## src/rtl/store_merge_unit.sv

```systemverilog
// Store merge unit: word/halfword/byte stores, sub-word via read-modify-write.
// Optional MISALIGN_TRAP_EN turns misaligned halfword/word stores into a trap.
module store_merge_unit #(
  parameter int DATA_W     = 32,
  parameter int ADDR_W     = 32,
  parameter int MEM_RD_LAT = 1
) (
  input  logic              clk,
  input  logic              reset,
  input  logic              start,
  input  logic [1:0]        SSCtrl,
  input  logic [ADDR_W-1:0] Addr,
  input  logic [DATA_W-1:0] Data_B,
  output logic [ADDR_W-1:0] mem_addr,
  output logic              mem_rd,
  input  logic [DATA_W-1:0] mem_rdata,
  output logic              mem_wr,
  output logic [DATA_W-1:0] Data_out,
  output logic              busy,
  output logic              done,
  output logic              misalign
);

  localparam int LANES = DATA_W / 8;
  localparam int OFS_W = $clog2(LANES);

  typedef enum logic [2:0] {
    IDLE, READ, WAIT, WRITE, DONE
  } st_t;

  st_t               st_q, st_d;
  logic [OFS_W-1:0]  ofs_q;
  logic [1:0]        ctl_q;
  logic [15:0]       bdat_q;
  logic [DATA_W-1:0] out_q;
  logic [ADDR_W-1:0] addr_q;
  logic [2:0]        cnt_q;
  logic [DATA_W-1:0] merged;
  logic              mis;
  logic              accept;
  logic              rd_last;
  int                ofs_i;

  assign accept  = (st_q == IDLE) && start;
  assign rd_last = (st_q == WAIT) && (cnt_q == 3'(MEM_RD_LAT));
  assign ofs_i   = 32'(ofs_q);

`ifdef MISALIGN_TRAP_EN
  logic mis_q;

  assign mis = ((SSCtrl == 2'b10) && Addr[0])
            || ((SSCtrl == 2'b01) && (Addr[OFS_W-1:0] != '0));
  assign misalign = (st_q == DONE) && mis_q;

  always_ff @(posedge clk or negedge reset) begin
    if (!reset)      mis_q <= 1'b0;
    else if (accept) mis_q <= mis;
  end
`else
  assign mis      = 1'b0;
  assign misalign = 1'b0;
`endif

  // Halfword at the top lane loses its upper byte: no wrap to lane 0.
  always_comb begin
    merged = mem_rdata;
    for (int k = 0; k < LANES; k++) begin
      if (k == ofs_i)
        merged[8*k +: 8] = bdat_q[7:0];
      if ((ctl_q == 2'b10) && (k == ofs_i + 1))
        merged[8*k +: 8] = bdat_q[15:8];
    end
  end

  always_comb begin
    st_d = st_q;
    unique case (st_q)
      IDLE: begin
        if (start) begin
          unique case (1'b1)
            (SSCtrl == 2'b00) || mis: st_d = DONE;
            (SSCtrl == 2'b01):        st_d = WRITE;
            default:                  st_d = READ;
          endcase
        end
      end
      READ:  st_d = WAIT;
      WAIT:  if (rd_last) st_d = WRITE;
      WRITE: st_d = DONE;
      DONE:  st_d = IDLE;
      default: st_d = IDLE;
    endcase
  end

  always_ff @(posedge clk or negedge reset) begin
    if (!reset) begin
      st_q   <= IDLE;
      ofs_q  <= '0;
      ctl_q  <= '0;
      bdat_q <= '0;
      out_q  <= '0;
      addr_q <= '0;
      cnt_q  <= '0;
    end else begin
      st_q <= st_d;
      if (accept) begin
        addr_q <= {Addr[ADDR_W-1:OFS_W], {OFS_W{1'b0}}};
        ofs_q  <= Addr[OFS_W-1:0];
        ctl_q  <= SSCtrl;
        bdat_q <= Data_B[15:0];
        if (SSCtrl == 2'b01)
          out_q <= Data_B;
      end
      if (st_q == READ)
        cnt_q <= 3'd1;
      else if ((st_q == WAIT) && !rd_last)
        cnt_q <= cnt_q + 3'd1;
      if (rd_last)
        out_q <= merged;
    end
  end

  assign mem_addr = addr_q;
  assign Data_out = out_q;
  assign mem_rd   = (st_q == READ);
  assign mem_wr   = (st_q == WRITE);
  assign done     = (st_q == DONE);
  assign busy     = (st_q == READ) || (st_q == WAIT)
                 || (st_q == WRITE);

endmodule

```

## config.mk

```make
export PLATFORM = sky130hd
export DESIGN_NAME = store_merge_unit
export DESIGN_NICKNAME = d
export VERILOG_FILES = /design/src/rtl/store_merge_unit.sv
export SDC_FILE = /design/constraint.sdc
export NUM_CORES = 1
export LEC_CHECK = 0
export BUFFER_PORTS_ARGS = -buffer_cell sky130_fd_sc_hd__buf_2
export CORE_ASPECT_RATIO = 1.1
export CORE_MARGIN = 5
export CORE_UTILIZATION = 50
export CTS_CLUSTER_DIAMETER = 80
export CTS_CLUSTER_SIZE = 30
export DETAILED_ROUTE_END_ITERATION = 12
export PLACE_DENSITY_LB_ADDON = 0.1
export SETUP_SLACK_MARGIN = 0.05
export SLEW_MARGIN = 20
export SYNTH_ARGS = -nofsm -noshare
export SYNTH_HDL_FRONTEND = slang
export SYNTH_SLANG_ARGS = --single-unit
export TNS_END_PERCENT = 50
```

## constraint.sdc

```tcl
create_clock -name clk -period 2.3 [get_ports clk]
set_clock_uncertainty 0.1 [all_clocks]
set_input_delay 0.115 -clock clk [delete_from_list [all_inputs] [get_ports clk]]
set_output_delay 0.115 -clock clk [all_outputs]
set_load 0.1 [all_outputs]
```

# [After elaboration in Yosys (flattened, before gate mapping)]
# Cells that the tools add are included.
[word_totals] reg_bits=88 inputBits=101 output_inout_bits=69 elab_cells=60
[classes] addsub=2 eq_ne=15 mux=17 n_reduce_logical=19
[op_table] cell="two-way mux 32 bit" count=3
[op_table] cell="logical NOT 32 bit" count=2
[op_table] cell="two-way mux 8 bit" count=8
[op_table] cell="== test 2 x 32 -> 1 bit (first input constant)" count=1
[op_table] cell="== test 3 x 32 -> 1 bit (first input constant)" count=1
[op_table] cell="two-way mux 3 bit" count=4
[op_table] cell="one-hot mux 3 bit (4 select lines)" count=1
[op_table] cell="logical AND 1 bit" count=7
[op_table] cell="== test 3 x 1 -> 1 bit (second input constant)" count=2
[op_table] cell="== test 3 x 2 -> 1 bit (second input constant)" count=2
[op_table] cell="one-hot mux 3 bit (2 select lines)" count=1
[op_table] cell="nonzero test 2 bit" count=3
[op_table] cell="== test 2 bit (first input constant)" count=2
[op_table] cell="!= test 2 bit (second input constant)" count=2
[op_table] cell="AND reduction 2 bit" count=2
[op_table] cell="adder 2 x 1 -> 3 bit (second input constant)" count=1
[op_table] cell="adder 3 x 1 -> 3 bit (second input constant)" count=1
[op_table] cell="== test 2 x 3 -> 1 bit (first input constant)" count=1
[op_table] cell="== test 3 bit (second input constant)" count=1
[op_table] cell="logical NOT 3 bit" count=1
[op_table] cell="== test 1 x 2 -> 1 bit (first input constant)" count=1
[op_table] cell="== test 2 x 1 -> 1 bit (second input constant)" count=1
[op_table] cell="== test 2 bit (second input constant)" count=1
[op_table] cell="logical NOT 2 bit" count=1
[op_table] cell="2 further kinds" count=3

# [Logic depth before layout (Yosys ltp)]
[depth] depth_word=6 mapped_depth=7

# [Least setup slack after synthesis]
# Ideal clock, no wire load.
[synth_timing] path_kind="register to output" from="reg st_q[1]" to="out mem_wr" arrival_time_ps=3062 t_required_ps=2085 slack_ps=-977 stages_incl_launch_ff=5 path_buffers=2 path_cell_list="dfrtp_1 clkbuf_2 buf_1 inv_1 nor3b_1"
[synth_between] elab_chain_cells=1
[synth_lines] item="start: declaration" line="31" rtl="st_t st_q, st_d;"
[synth_lines] item="start signal: assignment" line="105" rtl="st_q <= st_d;"
[synth_lines] item="== test 3 x 2 -> 1 bit" line="126" rtl="assign mem_wr = (st_q == WRITE);"
[synth_lines] item="end: declaration" line="17" rtl="output logic mem_wr,"
# Every way passes these cells.

# [Worst setup path in the final report]
# Same ends and word-level chain as after synthesis.

==> metrics list <==
- The flow ran to the end, and the final reports show no timing, DRC or antenna violations.
- The tree is rooted in a sky130_fd_sc_hd__clkbuf_8.
* Worst setup path class: register to output pin
- Worst slew margin relative to its limit: 56.63%
- The number of antenna diodes in the final layout is 0.
- DR WL/cell: 17.33 µm
* Transition time at the pin with the least slew margin: 0.6505 ns
* Worst Hold Class: input port to register
* Library cell contributing the largest single delay on the critical path: sky130_fd_sc_hd__dfrtp_1
- Count of mapped cells out of synthesis: 433
* Via count: 4279
- Measured along the y axis, the die boundary spans 111.3 µm.
- STA classifies the critical path startpoint as a register.
- Crit path largest cell delay: 0.55 ns
* Initial core utilization: 50.42%
- Post-DRT Antenna Nets: 0
- During I/O placement, the number of pins put on the boundary was 170.
- Cell depth of the worst flop-to-flop path: 4
- Count of standard-cell rows: 37
* Clock Path Buffers: 2
- Reg clk slew, reported paths: 0.09 ns
- Based on the critical path, the design can be clocked at up to 487.6 MHz.
* Placed Instances: 697
* Mean post-synth cell area: 10.78 µm²
- Final wirelength: 13530 µm
* Area added between synthesis and finish: 40.20%
- In this run the worst setup path terminates at mem_wr.
* Part of the Yosys area used for sequential elements: 47.17%
- The critical path runs through a total of 4 cells.
- The H-tree was split into 3 levels.
- Pin count of the biggest net entering global routing: 51
- Number of buffers inserted to repair setup after CTS: 0
* # clock sinks: 88
- Setup repair after global routing left no endpoint under its margin.
* Total gr overflow: 0
- Once routing completed, OpenROAD measured the worst setup slack at 0.2492 ns.
- Data on the critical path is required at its endpoint by 2.09 ns.
* Final Hold Violating Endpoints: 0
* Sum of buffers and inverters on the critical path: 3
* Antenna violations before repair: 1
- R2r endpoint: bdat_q[1]
* Endpoint class of the critical path: output pin
- In this run the horizontal extent of the chip is 102.1 µm.
- Setup slack of the worst register-to-register path: 0.38 ns
- Port buffering added 166 buffers.
- Fin crit share: 89.17%
- Yosys printed 0 warnings.
- The final layout contains 762 nets.
* Final worst path period need: 2.051 ns
* Cells on Worst Hold Path: 4
- Count of flip-flops with a built-in enable after synthesis: 0
* Worst-skew pair later-pin latency: 0.35 ns
- The floorplan step defined a die boundary enclosing 11370 µm².
- In this run, distinct cell masters in the synthesized netlist total 43.
- Of the cells placed in the final design, the portion with a size suffix greater than 1 is 41.27%.
- Timing startpoint of the critical path: st_q[1]
- Worst path arrival time: 1.84 ns
- Vias in the first global route: 4364
* Hold buffer count at CTS: 67
- Number of iterations in the first detailed-routing pass: 5
- In this run the critical register-to-register path is launched from st_q[2].
* Most used flip-flop cell after synthesis: sky130_fd_sc_hd__dfrtp_1
- Async S/R FF share, synth: 100.0%
* Weighted congestion reported at the end of routability-driven placement: 0.8254
- TritonCTS clock tree: done
- After detailed routing, the number of remaining DRC violations is 0.
- Setup violations remaining at the end of the flow were counted as 0.
- Post-synthesis instance area: 4668 µm²
* Cell Count, Final, Fillers Out: 781
- Core box area: 9259 µm²
- Family with the most delay on the worst path: buffers and inverters
- The first global-routing pass estimated 21650 µm of wire.
- Global routing used 23.83% of the available tracks.
- After legalization and detailed placement, the total HPWL measured 9379 µm.
- Using the TritonRoute via totals, the vias-per-cell ratio works out to 5.479.
* TritonCTS buffer count: 9
* Cells resized by post-CTS repair: 0
* Number of violations of the max-capacitance limit: 0
* Number of DRC violations after detailed-routing iteration 0: 210
* Post-synthesis sequential element count: 88
- Of all nets on the critical path, the largest fanout is 11.
* Worst slack at placement: 0.3917 ns
* Final max-slew violation count: 0
- Walking the worst path, the cells encountered are buf_4 > inv_1 > nor3b_2 > buf_2.
==> worst min-delay path by stage <==
stage | from | end
global route | mem_rdata[16] | Data_out[16]
detailed placement | reset | Data_out[3]
CTS | SSCtrl[0] | ctl_q[0]
global placement | reset | Data_out[3]
floorplan | reset | Data_out[0]
finish | mem_rdata[11] | Data_out[11]
==> registers in the layout, summed over array words and instances, names as in the netlist <==
name	flops
bdat_q	16
mem_addr	30
cnt_q	3
ctl_q	2
ofs_q	2
st_q	3
Data_out	32
==> placed cells by master, fill, tap and decap left out, drive strengths merged, types with 2 or more instances in the layout <==
cell	synthesis	final
a211oi	16	16
a31oi	16	16
nor3	3	3
o21ai	6	6
inv	3	3
buf	21	186
clkinv	0	2
mux2	51	51
dfrtp	88	88
and4b	8	8
nand2	66	66
a22oi	8	8
o221a	16	16
a21oi	13	13
ha	2	2
clkbuf	20	12
a311o	2	2
and2	9	9
nand2b	2	2
nor3b	3	3
nor2b	17	17
a311oi	6	6
dlygate4sd3	0	68
mux2i	24	24
nor2	14	14
conb	1	3
o21bai	6	6
==> cell type report <==
| type | instances | area, µm² |
|---|---|---|
| Timing Repair Buffer | 254 | 1689 |
| Fill cell | 719 | 2714 |
| Tap cell | 117 | 146.4 |
| Inverter | 3 | 11.26 |
| Clock inverter | 4 | 51.30 |
| Sequential cell | 88 | 2202 |
| Multi-Input combinational cell | 303 | 2280 |
| Clock buffer | 12 | 165.2 |
==> synthesized netlist by cell type (all sizes together) (3+ instances only) <==
master / count / area share [%]
mux2: 51 / 12
dfrtp: 88 / 47
buf: 21 / 2.8
mux2i: 24 / 5.1
o21bai: 6 / 0.96
a21oi: 13 / 1.4
nor2b: 17 / 2.3
nor3: 3 / 0.32
inv: 3 / 0.24
nor2: 14 / 1.1
a22oi: 8 / 1.3
and4b: 8 / 1.7
o21ai: 6 / 0.64
and2: 9 / 1.2
o221a: 16 / 3.9
a31oi: 16 / 2.1
nand2: 66 / 5.3
a311oi: 6 / 1.1
clkbuf: 20 / 1.7
a211oi: 16 / 2.6
nor3b: 3 / 0.72
==> cell families after synthesis <==
group / after synthesis / synth area share, %
flops: 88 / 47.17
simple gates: 130 / 14.96
mux: 75 / 17.45
compound gates: 93 / 15.14
fa+ha+maj: 2 / 0.5360
buf+inv: 44 / 4.663
other cells: 1 / 0.08033
==> stage by stage <==
stage / hold slack, ns / util (%) / TNS, ns / area (µm²)
after global routing: 0.08118 / 70.69 / 0 / 6545
after detailed placement: 0.08452 / 61.00 / 0 / 5648
after CTS: 0.0006870 / 70.58 / 0 / 6535
after global placement: 0.08834 / 61.00 / 0 / 5648
final: 0.06816 / 70.69 / 0 / 6545
after floorplan: -0.2806 / - / -0.02400 / 4686
==> worst reg2reg max path: stages (launching register included) <==
cell and delay, ns:
sky130_fd_sc_hd__dfrtp_1 0.38, sky130_fd_sc_hd__buf_4 0.20, sky130_fd_sc_hd__nor4b_4 0.37, sky130_fd_sc_hd__buf_4 0.38, sky130_fd_sc_hd__mux2_2 0.39
==> metal layers <==
layer,share of wire (%),GRT usage (%),routed length (µm)
met1,40,30.53,5469
met2,49,38.97,6657
met3,8.1,6.516,1092
met4,2.2,7.612,299
met5,0.096,0,13
Power is left out: the tool's default activity adds up to more than one toggle a clock period on the data nets, which glitch-free logic cannot reach.
